--- src/rtl/scoreboard_counting_pkg.sv ---
// Shared types and constants for the counting register scoreboard.
// Optional feature macro: SCOREBOARD_CLEAR_BYPASS_EN (consumed by scoreboard_counting).
package scoreboard_counting_pkg;

  // Default per-register counter width (max outstanding writes = 2^w - 1).
  localparam int unsigned scoreboard_count_width_gp = 2;
  localparam int unsigned reg_id_width_gp           = 5;

  // One score or clear port: strobe plus register id.
  typedef struct packed {
    logic                       v;
    logic [reg_id_width_gp-1:0] id;
  } sb_port_s;

  // Saturation value of a counter of the given width.
  function automatic int unsigned max_count(input int unsigned width);
    return (32'd1 << width) - 32'd1;
  endfunction

endpackage

--- src/rtl/scoreboard_counting_counter_entry.sv ---
// One register's outstanding-write counter: applies net inc/dec, saturates at
// max on overflow, holds at zero on underflow, and flags both conditions.
module scoreboard_counting_counter_entry
  import scoreboard_counting_pkg::*;
#(
  parameter int unsigned count_width_p = scoreboard_count_width_gp,
  parameter int unsigned inc_width_p   = 2
) (
  input  logic                     clk_i,
  input  logic                     reset_n_i,
  input  logic [inc_width_p-1:0]   inc_i,
  input  logic [inc_width_p-1:0]   dec_i,
  output logic [count_width_p-1:0] count_o,
  output logic                     pending_o,
  output logic                     overflow_o,
  output logic                     underflow_o
);

  // Two guard bits: one for headroom above max, one for sign.
  localparam int unsigned SumW =
    ((count_width_p > inc_width_p) ? count_width_p : inc_width_p) + 2;
  localparam int unsigned MaxCount = max_count(count_width_p);

  logic [count_width_p-1:0] count_d, count_q;
  logic signed [SumW-1:0]   sum;
  logic                     over, under;

  // Net delta, range check, then saturate or hold.
  always_comb begin
    sum   = $signed(SumW'(count_q)) + $signed(SumW'(inc_i)) - $signed(SumW'(dec_i));
    over  = sum > $signed(SumW'(MaxCount));
    under = sum < $signed(SumW'(0));
    count_d = sum[count_width_p-1:0];
    if (over) begin
      count_d = count_width_p'(MaxCount);
    end else if (under) begin
      count_d = '0;
    end
  end

  // Counter state.
  always_ff @(posedge clk_i or negedge reset_n_i) begin
    if (!reset_n_i) begin
      count_q <= '0;
    end else begin
      count_q <= count_d;
    end
  end

  assign count_o     = count_q;
  assign pending_o   = (count_q != '0);
  assign overflow_o  = over;
  assign underflow_o = under;

endmodule

--- src/rtl/scoreboard_counting.sv ---
// Counting register-dependency scoreboard: per-register outstanding-write
// counters with multi-port score/clear, RAW/WAW stall request and sticky error.
// Optional feature macro: SCOREBOARD_CLEAR_BYPASS_EN -- same-cycle clears
// release dependent instructions in the clear cycle.
module scoreboard_counting
  import scoreboard_counting_pkg::*;
#(
  parameter int unsigned els_p             = 32,
  parameter int unsigned num_src_port_p    = 3,
  parameter int unsigned num_score_port_p  = 2,
  parameter int unsigned num_clear_port_p  = 2,
  parameter int unsigned count_width_p     = scoreboard_count_width_gp,
  parameter bit          allow_waw_p       = 1'b1,
  parameter bit          x0_tied_to_zero_p = 1'b0,
  localparam int unsigned id_width_lp      = $clog2(els_p)
) (
  input  logic                                  clk_i,
  input  logic                                  reset_n_i,
  input  logic [num_src_port_p*id_width_lp-1:0] src_id_i,
  input  logic [num_src_port_p-1:0]             op_reads_rf_i,
  input  logic [id_width_lp-1:0]                dest_id_i,
  input  logic                                  op_writes_rf_i,
  input  logic [num_score_port_p-1:0]           score_i,
  input  logic [num_score_port_p*id_width_lp-1:0] score_id_i,
  input  logic [num_clear_port_p-1:0]           clear_i,
  input  logic [num_clear_port_p*id_width_lp-1:0] clear_id_i,
  output logic                                  dependency_o,
  output logic [els_p-1:0]                      pending_o,
  output logic                                  busy_o,
  output logic                                  error_o
);

  localparam int unsigned MaxPorts =
    (num_score_port_p > num_clear_port_p) ? num_score_port_p : num_clear_port_p;
  localparam int unsigned IncW     = $clog2(MaxPorts + 1);
  localparam int unsigned SumW     = ((count_width_p > IncW) ? count_width_p : IncW) + 2;
  localparam int unsigned MaxCount = max_count(count_width_p);

  logic [IncW-1:0]          inc_cnt [els_p];
  logic [IncW-1:0]          dec_cnt [els_p];
  logic [count_width_p-1:0] count   [els_p];
  logic signed [SumW-1:0]   eff_cnt [els_p];
  logic [els_p-1:0]         overflow, underflow;
  logic                     dep;
  logic                     error_d, error_q;

  // Decode score/clear ports into per-register hit counts; id 0 optionally ignored.
  always_comb begin
    for (int e = 0; e < int'(els_p); e++) begin
      inc_cnt[e] = '0;
      dec_cnt[e] = '0;
      for (int p = 0; p < int'(num_score_port_p); p++) begin
        if (score_i[p] && (score_id_i[p*id_width_lp +: id_width_lp] == id_width_lp'(e))
            && !(x0_tied_to_zero_p && (e == 0))) begin
          inc_cnt[e] = inc_cnt[e] + IncW'(1);
        end
      end
      for (int p = 0; p < int'(num_clear_port_p); p++) begin
        if (clear_i[p] && (clear_id_i[p*id_width_lp +: id_width_lp] == id_width_lp'(e))
            && !(x0_tied_to_zero_p && (e == 0))) begin
          dec_cnt[e] = dec_cnt[e] + IncW'(1);
        end
      end
    end
  end

  for (genvar e = 0; e < int'(els_p); e++) begin : g_entry
    scoreboard_counting_counter_entry #(
      .count_width_p (count_width_p),
      .inc_width_p   (IncW)
    ) u_entry (
      .clk_i       (clk_i),
      .reset_n_i   (reset_n_i),
      .inc_i       (inc_cnt[e]),
      .dec_i       (dec_cnt[e]),
      .count_o     (count[e]),
      .pending_o   (pending_o[e]),
      .overflow_o  (overflow[e]),
      .underflow_o (underflow[e])
    );
  end

  // Effective count seen by the stall logic: registered count plus same-cycle scores.
  always_comb begin
    for (int e = 0; e < int'(els_p); e++) begin
      eff_cnt[e] = $signed(SumW'(count[e])) + $signed(SumW'(inc_cnt[e]));
`ifdef SCOREBOARD_CLEAR_BYPASS_EN
      eff_cnt[e] = eff_cnt[e] - $signed(SumW'(dec_cnt[e]));
`endif
    end
  end

  // RAW on any valid source port, WAW on the destination.
  always_comb begin
    dep = 1'b0;
    for (int i = 0; i < int'(num_src_port_p); i++) begin
      if (op_reads_rf_i[i] &&
          (eff_cnt[src_id_i[i*id_width_lp +: id_width_lp]] > $signed(SumW'(0)))) begin
        dep = 1'b1;
      end
    end
    if (op_writes_rf_i) begin
      if (allow_waw_p) begin
        // Another write can only be tracked while the counter has room.
        if (eff_cnt[dest_id_i] >= $signed(SumW'(MaxCount))) dep = 1'b1;
      end else begin
        if (eff_cnt[dest_id_i] > $signed(SumW'(0))) dep = 1'b1;
      end
    end
  end

  assign error_d = error_q | (|overflow) | (|underflow);

  // Sticky error flag, cleared only by reset.
  always_ff @(posedge clk_i or negedge reset_n_i) begin
    if (!reset_n_i) begin
      error_q <= 1'b0;
    end else begin
      error_q <= error_d;
    end
  end

  assign dependency_o = dep;
  assign busy_o       = |pending_o;
  assign error_o      = error_q;

endmodule

--- config.mk ---
export PLATFORM = sky130hd
export DESIGN_NAME = scoreboard_counting
export DESIGN_NICKNAME = d
export VERILOG_FILES = /design/src/rtl/scoreboard_counting_pkg.sv /design/src/rtl/scoreboard_counting_counter_entry.sv /design/src/rtl/scoreboard_counting.sv
export SDC_FILE = /design/constraint.sdc
export NUM_CORES = 1
export LEC_CHECK = 0
export ABC_AREA = 1
export BUFFER_PORTS_ARGS = -buffer_cell sky130_fd_sc_hd__buf_2
export CAP_MARGIN = 20
export CELL_PAD_IN_SITES_DETAIL_PLACEMENT = 0
export CELL_PAD_IN_SITES_GLOBAL_PLACEMENT = 1
export CORE_MARGIN = 2
export CORE_UTILIZATION = 35
export DETAILED_ROUTE_END_ITERATION = 12
export MAX_ROUTING_LAYER = met4
export PLACE_DENSITY_LB_ADDON = 0.3
export SETUP_SLACK_MARGIN = 0.3
export SYNTH_ARGS = -nofsm -noshare
export SYNTH_HDL_FRONTEND = slang
export SYNTH_HIERARCHICAL = 1
export SYNTH_SLANG_ARGS = --single-unit
--- constraint.sdc ---
create_clock -name clk_i -period 3.15 [get_ports clk_i]
set_input_delay 0.315 -clock clk_i [delete_from_list [all_inputs] [get_ports clk_i]]
set_output_delay 0.315 -clock clk_i [all_outputs]
set_load 0.1 [all_outputs]
==> out/results.ini <==
[worst_setup_path]
crit_path_max_fanout=16
critPathLaunchType=primary input
worst_ep_arrival_time_ps=3050
end_kind=output pin
critPathKind=in2out
required_ps=2830

[placed_design]
dp_hpwl_mm=39.2
dpl.cell_count=2722
place_congestion=1.03
port_buffers=84
placed_cell_area_um2=15400

[grt]
antenna_found_initial=0
grt_max_degree=35
track_usage_pct=26.0
grt.overflow.total=0
grt_pass1_wl_mm=73.2
grt_pass1_vias=13300

[logic_synthesis]
yosysSeqAreaShare_pct=12.7
yosys.area.top_type_share_pct=18.8
yosys.area.top_type=ha_1
synth_nets=2315
synth_cell_types=22
synth-compound-area-share_pct=0.665
synth_edf_count=0
synth_mux_area_share_pct=0
syn-cell-area_um2=12800
synthCells=1977
synthSimpleGateAreaFrac_pct=35.2
synth.avg_cell_area_um2=6.47
synth_warnings=6
synth.area.top_cells=ha_1, inv_1, nand2_1
async_flop_share_pct=100
synth_flop_cell=dfrtp_1
synth_top_family_by_area=simple AND/OR/NAND/NOR gates
synth_fa_ha_area_share_pct=33.8
synth-xor-area-share_pct=0
synth_seq_cells=65

[sta]
setup_viol=1
slew_violations=0
slew_headroom_pct=53.8
grt_setup_unrepaired=yes
fmax_ghz=0.297
period_share_pct=107
setup_ws_ps=-219
finalCriticalPeriod_ps=3370
hold_violations=0
tightestPinTransition_ps=692
finalClockSkew_ps=7.73

[power]
vdd_ir_drop_max_mv=0.592
powerDensity_nw_per_um2=655
p_leak_nw=9.71

[routing]
drt_iter0_drc=938
vias_per_cell=4.73
wl_per_cell_um=16.9
wirelength_mm=46.6
first_pass_iters=5
post-route-drc-count=0
num_vias=13100
antenna_left=0

[clock_network]
ctsHtreeMaxLevel=3
cts_root_buf=clkbuf_16
cts_tree=yes
clock-sinks=65
clock_latency_ps=370
clk_path_buf_depth=2
path_clk_slew_ps=50
cts_buffers=9

[cells_and_area]
stdcell_count=2758
n_antenna_cell=0
fin_nets=2625
final_common_cell=inv_1
areaGrowthSynthToFinish_pct=33.9
final_cell_mix=inv_1, nand2_1, buf_4
final_util_pct=47.2
final_area_um2=17100
num-fill-cells=3764
drive_gt1_share_pct=27.9

[floorplanning]
dieArea_um2=38100
rows=70
dieWidth_um=195
ioPinCount=85
die_h_um=195
start_util_pct=35.3
core_um2=36300

[outcome]
status=finished, violations left
violations=negative setup slack

[worst_hold_path]
min_path_type=in2async

[job]
maxCapViolCount=0

final timing paths:
path                                           startpoint                              to  slack (ps)  cells after the start
min in group clk_i                                error_o                         error_o         650                      2
min reg2reg                                       error_o                         error_o         650                      2
max                                         score_id_i[9]                    dependency_o        -220                     20
max reg2reg                g_entry[10].u_entry/count_o[1]                         error_o         470                     14
max in group asynchronous                       reset_n_i   g_entry[0].u_entry/count_o[0]        2740                      2
min                                             reset_n_i  g_entry[25].u_entry/count_o[1]          20                      2
through the flow:
| step | hold slack, ps | power [W] | setup TNS (ps) | setup slack (ps) |
|---|---|---|---|---|
| floorplan | 19.4 | 0.00703 | 0 | 316 |
| global placement | 433 | 0.00958 | -1440 | -871 |
| detailed placement | 437 | 0.00973 | -1360 | -848 |
| CTS | 45.2 | 0.0111 | -169 | -169 |
| global route | 72.4 | 0.0124 | -540 | -343 |
| finish | 15.1 | 0.0112 | -219 | -219 |
power breakdown:
group          leakage [nW]  switching (W)  internal, W
Clock                 0.129       0.000425     0.000568
Combinational          8.88        0.00537      0.00334
Sequential            0.699       0.000268      0.00125
routing by layer:
layer | global-route usage (%) | share of wire [%]
met1 | 33.9 | 45
met2 | 41.8 | 46
met3 | 3.14 | 5.6
met4 | 8.99 | 3.2
met5 | - | 0
cell usage after synthesis (4+ instances only):
cell type and count:
a21oi_1 5, buf_2 12, buf_4 5, buf_6 4, clkbuf_1 8, dfrtp_1 65, fa_1 96, ha_1 192
inv_1 548, inv_2 4, nand2_1 548, nand2_2 32, nand3_1 181, nand3_2 33, nand4_1 23, nor2_1 177
nor4_1 24, o21ai_0 12
repair_timing:
action / in CTS / in global routing
pin swaps: 130 / 71
hold buffers: 0 / 0
buffers inserted: 12 / 9
endpoints found under the setup margin: 3 / 2
resized for setup: 251 / 83
gates cloned: 1 / 0
area by class of cell:
cell class	instances	area, um^2	area share (%)
flip-flops and latches	65	1630	9.50
inverters	552	2070	12.1
multi-input cells	1332	10100	58.9
repair buffers	327	2490	14.5
clock buffers	14	264	1.54
well taps	468	586	3.42
flip-flops by register name, indices dropped and copies added, names as in the netlist:
| name | count |
|---|---|
| error_o | 1 |
| g_entry.u_entry/count_o | 64 |
cells by family after synthesis:
| group | Yosys count |
|---|---|
| and+or+nand+nor | 1026 |
| buffers and inverters | 581 |
| adders and majority gates | 288 |
| DFF | 65 |
| AOI/OAI and AO/OA | 17 |
worst max-delay path, stage by stage:
cell	delay [ps]
buf_2	110
inv_1	140
nand2_8	150
nor2_2	170
ha_2	310
ha_1	190
inv_1	60
fa_1	440
nand3_2	150
nand2_1	70
nand3_1	90
nand3_1	80
nand3_1	120
nand2_1	100
nand2_1	80
nand3_1	80
nand2_2	100
inv_4	50
nand2_8	60
buf_12	170
Note: power is estimated with default switching activity, not from simulation.
